==> src/rtl/multi_delay_wakeup.sv <==
// Multi-channel delay/wakeup timer: per-channel one-shot or periodic countdown,
// with pending wakeups round-robin arbitrated onto a single registered valid/ready port.
module multi_delay_wakeup #(
  parameter  int CH    = 4,
  parameter  int DLY_W = 8,
  localparam int CH_W  = (CH > 1) ? $clog2(CH) : 1
) (
  input  logic             clk,
  input  logic             rst,
  input  logic             load_valid,
  output logic             load_ready,
  input  logic [CH_W-1:0]  load_ch,
  input  logic [DLY_W-1:0] load_dly,
  input  logic             load_periodic,
  input  logic [CH-1:0]    cancel,
  output logic             wake_valid,
  output logic [CH_W-1:0]  wake_ch,
  input  logic             wake_ready,
  output logic [CH-1:0]    busy
);

  localparam logic [1:0] S_IDLE  = 2'd0;
  localparam logic [1:0] S_COUNT = 2'd1;
  localparam logic [1:0] S_PEND  = 2'd2;
  localparam logic [DLY_W-1:0] DLY_ONE = {{(DLY_W-1){1'b0}}, 1'b1};

  logic [1:0]       r_state  [CH];
  logic [DLY_W-1:0] r_cnt    [CH];
  logic [DLY_W-1:0] r_reload [CH];
  logic [CH-1:0]    r_per;
  logic [CH-1:0]    r_busy;
  logic             r_wake_valid;
  logic [CH_W-1:0]  r_wake_ch;
  logic [CH_W-1:0]  r_last;

  logic [1:0]       w_state_nxt  [CH];
  logic [DLY_W-1:0] w_cnt_nxt    [CH];
  logic [DLY_W-1:0] w_reload_nxt [CH];
  logic [CH-1:0]    w_per_nxt;
  logic             w_load_pend;
  logic             w_load_fire;
  logic             w_accept;
  logic [DLY_W-1:0] w_dly_eff;
  logic             w_gnt_any;
  logic [CH_W-1:0]  w_gnt_ch;
  logic [CH_W-1:0]  w_idx;

  // Loads are refused only while the addressed channel holds a pending wakeup
  always_comb begin
    w_load_pend = 1'b0;
    for (int i = 0; i < CH; i++) begin
      if (load_ch == CH_W'(i)) begin
        w_load_pend = (r_state[i] == S_PEND);
      end else begin
        w_load_pend = w_load_pend;
      end
    end
  end

  assign load_ready  = rst & ~w_load_pend;
  assign w_load_fire = load_valid & load_ready;
  assign w_accept    = r_wake_valid & wake_ready;
  assign w_dly_eff   = (load_dly == {DLY_W{1'b0}}) ? DLY_ONE : load_dly;

  // Per-channel next state; priority is cancel > load > accept > countdown
  always_comb begin
    for (int i = 0; i < CH; i++) begin
      w_state_nxt[i]  = r_state[i];
      w_cnt_nxt[i]    = r_cnt[i];
      w_reload_nxt[i] = r_reload[i];
      w_per_nxt[i]    = r_per[i];
      if (cancel[i]) begin
        w_state_nxt[i] = S_IDLE;
        w_cnt_nxt[i]   = {DLY_W{1'b0}};
      end else if (w_load_fire && (load_ch == CH_W'(i))) begin
        w_state_nxt[i]  = S_COUNT;
        w_cnt_nxt[i]    = w_dly_eff;
        w_reload_nxt[i] = w_dly_eff;
        w_per_nxt[i]    = load_periodic;
      end else if (w_accept && (r_wake_ch == CH_W'(i))) begin
        if (r_per[i]) begin
          w_state_nxt[i] = S_COUNT;
          w_cnt_nxt[i]   = r_reload[i];
        end else begin
          w_state_nxt[i] = S_IDLE;
        end
      end else if (r_state[i] == S_COUNT) begin
        if (r_cnt[i] == DLY_ONE) begin
          w_state_nxt[i] = S_PEND;
        end else begin
          w_cnt_nxt[i] = r_cnt[i] - DLY_ONE;
        end
      end else begin
        w_state_nxt[i] = r_state[i];
      end
    end
  end

  // Round-robin search over next-cycle PEND channels; descending loop keeps the nearest hit
  always_comb begin
    w_gnt_any = 1'b0;
    w_gnt_ch  = {CH_W{1'b0}};
    w_idx     = {CH_W{1'b0}};
    for (int k = CH; k >= 1; k--) begin
      w_idx = CH_W'((int'(r_last) + k) % CH);
      if (w_state_nxt[w_idx] == S_PEND) begin
        w_gnt_any = 1'b1;
        w_gnt_ch  = w_idx;
      end else begin
        w_gnt_any = w_gnt_any;
      end
    end
  end

  // Channel state, wake port lock and arbitration pointer
  always_ff @(posedge clk or negedge rst) begin
    if (!rst) begin
      for (int i = 0; i < CH; i++) begin
        r_state[i]  <= S_IDLE;
        r_cnt[i]    <= {DLY_W{1'b0}};
        r_reload[i] <= {DLY_W{1'b0}};
      end
      r_per        <= {CH{1'b0}};
      r_busy       <= {CH{1'b0}};
      r_wake_valid <= 1'b0;
      r_wake_ch    <= {CH_W{1'b0}};
      r_last       <= CH_W'(CH - 1);
    end else begin
      for (int i = 0; i < CH; i++) begin
        r_state[i]  <= w_state_nxt[i];
        r_cnt[i]    <= w_cnt_nxt[i];
        r_reload[i] <= w_reload_nxt[i];
        r_busy[i]   <= (w_state_nxt[i] != S_IDLE);
      end
      r_per <= w_per_nxt;
      if (w_accept) begin
        r_last <= r_wake_ch;
      end else begin
        r_last <= r_last;
      end
      // A held wakeup stays locked until accepted or its channel is cancelled
      if (r_wake_valid) begin
        if (w_accept || cancel[r_wake_ch]) begin
          r_wake_valid <= 1'b0;
        end else begin
          r_wake_valid <= 1'b1;
        end
      end else if (w_gnt_any) begin
        r_wake_valid <= 1'b1;
        r_wake_ch    <= w_gnt_ch;
      end else begin
        r_wake_valid <= 1'b0;
      end
    end
  end

  assign wake_valid = r_wake_valid;
  assign wake_ch    = r_wake_ch;
  assign busy       = r_busy;

endmodule

==> config.mk <==
export PLATFORM = sky130hd
export DESIGN_NAME = multi_delay_wakeup
export DESIGN_NICKNAME = d
export VERILOG_FILES = /design/src/rtl/multi_delay_wakeup.sv
export SDC_FILE = /design/constraint.sdc
export NUM_CORES = 1
export LEC_CHECK = 0
export ABC_AREA = 1
export BUFFER_PORTS_ARGS = -buffer_cell sky130_fd_sc_hd__buf_2
export CAP_MARGIN = 20
export CORE_MARGIN = 2
export CORE_UTILIZATION = 35
export CTS_CLUSTER_DIAMETER = 60
export DETAILED_ROUTE_END_ITERATION = 12
export HOLD_SLACK_MARGIN = 0.12
export PLACE_DENSITY = 0.61
export SLEW_MARGIN = 25
export SYNTH_ARGS = -nofsm -noshare
export SYNTH_HDL_FRONTEND = slang
export SYNTH_SLANG_ARGS = --single-unit
==> constraint.sdc <==
create_clock -name clk -period 3.65 [get_ports clk]
set_input_delay 0.73 -clock clk [delete_from_list [all_inputs] [get_ports clk]]
set_output_delay 0.73 -clock clk [all_outputs]
set_load 0.03 [all_outputs]
# After elaboration in Yosys (flattened, before gate mapping)
# Index checks and enable logic that the tools add are counted.
[word_totals]
regBits = 85
in_bits = 19
output_inout_bits = 8
[classes]
n_addsub = 8
magnitude_cmp = 5
eq_ne = 30
mux = 78
bitwise = 13
n_reduce_logical = 29
[op_table]
columns = ["cell", "n"]
rows = [
  ["two-way mux 8 bit", 25],
  ["two-way mux 2 bit", 32],
  ["== test 8 x 1 -> 1 bit (second input constant)", 4],
  ["inequality test 4 bit (second input constant)", 8],
  ["subtractor 8 x 1 -> 8 bit (second input constant)", 4],
  ["== test 2 bit (second input constant)", 12],
  ["binary-select mux 2 bit (select 2 bit)", 4],
  ["two-way mux 1 bit", 16],
  ["nonzero test 4 bit", 4],
  ["== test 2 x 1 -> 1 bit (second input constant)", 6],
  ["greater-or-equal comparator 3 bit (second input constant)", 4],
  ["NOT 2 -> 3 bit", 4],
  ["AND reduction 3 bit", 4],
  ["AND reduction 2 bit", 5],
  ["logical AND 1 bit", 8],
  ["zero test 8 bit", 1],
  ["nonzero test 2 bit", 4],
  ["NOT 1 bit", 6],
  ["adder 2 x 1 -> 2 bit (second input constant)", 2],
  ["adder 2 bit (second input constant)", 2],
  ["zero test 2 bit", 2],
  ["AND 1 bit", 3],
  ["less-than comparator 2 x 3 -> 1 bit (second input constant)", 1],
  ["binary-select mux 1 bit (select 2 bit)", 1],
  ["logical OR 1 bit", 1],
]

# Depth between registers and ports, before layout
[depth]
ltp_word = 21
ltp_mapped = 18
ltp_nobuf = 18

# Least setup slack after synthesis
# No wires, ideal clock.
[synth_path]
path_type = "input to register"
from = "input load_ch[1]"
to = "register r_wake_ch[1] (netlist: wake_ch[1])"
arrival_ns = 2.463
slack_ns = 1.069
stages = 17
n_path_buf = 0
path_cell_list = "inv_1 nand2_1 inv_1 nand2_1 nand3_1 nor2_1 nand4_1 nand3_1 nand2_1 nand2_1 nand2_1 inv_1 nand2_2 nand2_2 nor2_1 nand2_1 nand2_1"
[synth_via]
elab_chain_len = 20
elab_cells_between_ends = 48
cone_classes = "eq/ne: 7; mux: 32; bitwise: 3; reduce/logical: 6"
[synth_lines]
columns = ["element", "line", "rtl"]
rows = [
  ["start: declaration", "12", "input logic [CH_W-1:0] load_ch,"],
  ["zero test 2 bit", "52", "if (load_ch == CH_W'(i)) begin"],
  ["two-way mux 1 bit (3 in a row)", "52", ""],
  ["two-way mux 1 bit (*)", "52", ""],
  ["NOT 1 bit (*)", "60", "assign load_ready = rst & ~w_load_pend;"],
  ["AND 1 bit (*)", "60", ""],
  ["named net load_ready", "11", "output logic load_ready,"],
  ["AND 1 bit (*)", "61", "assign w_load_fire = load_valid & load_ready;"],
  ["logical AND 1 bit", "75", "end else if (w_load_fire && (load_ch == CH_W'(i))) begin"],
  ["two-way mux 2 bit", "75", ""],
  ["two-way mux 2 bit", "72", "if (cancel[i]) begin"],
  ["binary-select mux 2 bit (select 2 bit)", "106", "if (w_state_nxt[w_idx] == S_PEND) begin"],
  ["two-way mux 2 bit (implied by the code) (2 in a row)", "106", ""],
  ["== test 2 bit", "106", ""],
  ["two-way mux 1 bit (4 in a row)", "106", ""],
  ["AND reduction 2 bit (no line)", "--", ""],
  ["end signal: assignment", "126", "r_wake_ch <= {CH_W{1'b0}};"],
  ["end signal: assignment", "150", "r_wake_ch <= w_gnt_ch;"],
  ["end: declaration", "33", "logic [CH_W-1:0] r_wake_ch;"],
]
# The timed path passes the listed nets; every way through them passes the cells marked *. The select of a mux whose other input is x is not followed.
# A chain may end at the register's enable or synchronous reset.

# Worst setup path in the final report
[layout_path]
from = "input wake_ready"
to = "register r_wake_ch[0] (netlist: wake_ch[0])"
[layout_via]
elab_chain_len = 14
elab_cells_between_ends = 42
cone_classes = "eq/ne: 4; mux: 32; bitwise: 1; reduce/logical: 5"
[layout_lines]
columns = ["element", "line", "rtl"]
rows = [
  ["start: declaration", "18", "input logic wake_ready,"],
  ["AND 1 bit (*)", "62", "assign w_accept = r_wake_valid & wake_ready;"],
  ["logical AND 1 bit", "80", "end else if (w_accept && (r_wake_ch == CH_W'(i))) begin"],
  ["two-way mux 2 bit", "80", ""],
  ["two-way mux 2 bit", "75", ""],
  ["two-way mux 2 bit", "72", ""],
  ["binary-select mux 2 bit (select 2 bit)", "106", ""],
  ["two-way mux 2 bit (implied by the code) (2 in a row)", "106", ""],
  ["== test 2 bit", "106", ""],
  ["two-way mux 1 bit (4 in a row)", "106", ""],
  ["AND reduction 2 bit (no line)", "--", ""],
]
# Every way passes the cells marked *; elsewhere a longest branch is shown, timed or not. The select of a mux whose other input is x is not followed.

==> run_results.csv <==
group,metric,value,unit
run_status,status,"complete, no violations",
logic_synthesis,synth_top_family_by_area,"simple AND/OR/NAND/NOR gates",
clocking,ctsResizeCount,0,
worst_setup_path,path_class,"in2reg",
pwr,finalPower,2.57,mW
detailed_routing,drt_pass1_iterations,4,
clocking,clk_path_buf_depth,2,
worst_setup_path,crit_arrival,2.60,ns
logic_synthesis,yosys_register_bits,85,
timing,min_period_over_period,0.647,
timing,whs,0.472,ns
logic_synthesis,syn_area,0.00490,mm2
die,die_h,122,um
die,die_w,122,um
logic_synthesis,yosysUniqueCellTypes,34,
pwr,leakage,2.83,nW
worst_setup_path,required,3.89,ns
timing,slew_viol_final,0,
pwr,vdd_drop_max,0.240,mV
placed_design,io_buffers,26,
global_route,antenna_found_initial,0,
finish,area_delta_synth_final,12.4,%
finish,final_common_cell,"nand2_1",
pwr,swShare,0.307,
worst_setup_path,endpoint,"wake_ch[0]",
detailed_routing,routed_wl,12200,um
pwr,switchingPower,787,uW
timing,max_slew_margin,0.563,
logic_synthesis,syn_nets,702,
worst_setup_path,crit_top_cell,"nand2_1",
clocking,h-tree-depth,3,
timing,hold_viol,0,
placed_design,gp_congestion,0.917,
global_route,grt_pass1_vias,4215,
logic_synthesis,synth-simple-area-share,0.305,
finish,nets,730,
logic_synthesis,synth_top_area_frac,0.424,
worst_setup_path,rr_endpoint,"wake_ch[0]",
timing,rsz0062_at_grt,"false",
detailed_routing,viasPerCell,4.98,
logic_synthesis,yosysSeqAreaShare,0.435,
worst_setup_path,cpMaxStageDelayCell,"nand2_1",
pwr,internal-power,1.78,mW
global_route,overflow,0,
logic_synthesis,syn_area_per_cell,7.26,um2
pwr,powerDensity,466,mW/mm2
global_route,grt_usage,0.177,
timing,tightest_slew,0.655,ns
die,initial_utilization,0.356,
worst_setup_path,path_max_fanout,19,
finish,antenna_cells,0,
worst_setup_path,ff2ff_path_depth,13,
worst_setup_path,crit_chain,"buf_2 > nand2_2 > inv_2 > nand2_1 > nor2_1 > a21oi_1 > nand4_1 > nand2_1 > nand3_1 > nand2_1 > nand2_1 > nand2_1 > nand2_1 > nand2_1 > nand2_1",
pwr,combPwrFrac,0.192,
die,core-area,0.0138,mm2
worst_setup_path,cp-startpoint,"wake_ready",
placed_design,place_hpwl,8830,um
finish,final_layout_size_suffix_gt1_frac,0.0946,
timing,setup_tns,0,ns
worst_setup_path,rr_startpoint,"wake_ch[0]",
logic_synthesis,synth_area_leader_cell,"dfrtp_1",
clocking,clock_latency,0.35,ns
global_route,grt_max_degree,49,
worst_setup_path,critPathMaxStageDelay,0.48,ns
timing,finClkSkew,0.00982,ns
clocking,cts_setup_buffers,0,
worst_setup_path,critPathCaptureType,"flip-flop",
pwr,p_clk_frac,0.340,
die,io_pins,27,
timing,setup_violations,0,
logic_synthesis,synthAdderAreaFrac,0.0204,
logic_synthesis,muxShareOfSynthArea,0,
placed_design,dp_cells,872,
finish,final_cells,888,
flow_run,maxCapViolCount,0,
logic_synthesis,synthXorXnorAreaFrac,0.0125,
clocking,cts_inserted_buffers,9,
detailed_routing,drc_errors,0,
hold_path,hp-class,"reg2reg",
finish,layout_common_cells,"nand2_1 (210), inv_1 (83), dfrtp_1 (83), nor2_1 (80), o21ai_0 (37)",
global_route,grt_pass1_wl,20600,um
die,rows,43,
logic_synthesis,yosys-top-cells-area,"dfrtp_1 (42%), nand2_1 (16%), inv_1 (6.4%)",
clocking,cts_tree,"done",
detailed_routing,ant_nets,0,
die,die_area,0.0150,mm2
detailed_routing,num_vias,4421,
clocking,holdBufCountCts,0,
detailed_routing,drt_iter0_drc,276,
detailed_routing,routedWlPerCell,13.7,um
logic_synthesis,synth_compound_area_frac,0.147,
timing,fmax,0.423,GHz
finish,final_core_utilization,0.400,
pwr,seqPwrFrac,0.468,
clocking,cts.sinks,85,
worst_setup_path,start_kind,"primary input",
worst_setup_path,regToRegSetupSlack,1.29,ns
clocking,root_buffer,"clkbuf_16",
clocking,cts.reportedPaths.clkPinSlew,0.07,ns
logic_synthesis,yosys_warnings,0,
logic_synthesis,postSynthCellCount,675,
timing,finalCriticalPeriod,2.36,ns
## worst max-delay path: cells and delay by family
family,cells,cell delay [ns]
AND/OR/NAND/NOR,12,1.47
buffers and inverters,2,0.19
AO/OA/AOI/OAI,1,0.20
## cells in the mapped netlist, drive strengths merged
cell type	n
nor4	4
nand4	13
o21ai	39
nand2	213
nor3	7
inv	87
o211ai	17
a21oi	11
a21boi	5
clkbuf	5
nor2	83
a21o	1
nand3	34
o31ai	2
dfstp	2
ha	8
o22ai	1
or2	4
buf	9
a31oi	31
xor2	7
nand3b	1
dfrtp	83
o21a	1
o221ai	7
## cell families (layout without fill, tap and decap cells)
group	after synthesis	after routing
buf+inv	101	134
flops	85	85
compound gates	115	115
xor+xnor	7	7
simple gates	359	359
fa+ha+maj	8	8
## power by group through the flow
stage | Clock (mW) | Combinational [mW] | Sequential (mW)
global placement | 0 | 0.488 | 1.21
floorplan | 0 | 0.371 | 1.19
global route | 0.942 | 0.587 | 1.22
CTS | 0.894 | 0.498 | 1.20
detailed placement | 0 | 0.496 | 1.21
finish | 0.872 | 0.494 | 1.20
## metrics by stage
stage / cell area, um2 / setup WS [ns]
5_1_grt: 5510 / 0.993
3_3_place_gp: 5230 / 0.945
6_report: 5510 / 1.29
3_5_place_dp: 5230 / 0.930
2_1_floorplan: 4900 / 1.07
4_1_cts: 5510 / 1.30
## per-layer routing
layer  share of wire  vias up  global-route usage
li1                -     2266                   -
met1            0.47     2081               0.231
met2            0.48       60               0.287
met3           0.032       14              0.0390
met4           0.017        0              0.0647
met5               0        -                   0
## worst min path at each step
stage                     depth (start not counted)  slack, ns          from      endpoint
after CTS                                         2       0.47  r_reload[18]  r_reload[18]
after detailed placement                          2       0.46  r_reload[26]  r_reload[26]
after global placement                            2       0.46  r_reload[25]  r_reload[25]
after global routing                              2       0.49  r_reload[18]  r_reload[18]
final                                             2       0.47  r_reload[28]  r_reload[28]
after floorplan                                   0       0.43           rst       busy[0]
## registers in the layout, indices dropped and copies added (netlist names)
name,count
busy,4
r_cnt,32
r_last,2
r_reload,32
wake_valid,1
wake_ch,2
r_per,4
r_state,8
## final cells by class
type,instances,area (um2)
well taps,180,225
flip-flops and latches,85,2130
repair buffers,31,170
clock buffers,13,260
clock inverters,3,20.0
inverters,87,327
multi-input cells,489,2380
fillers,1511,8270
(Power assumes the default switching activity.)
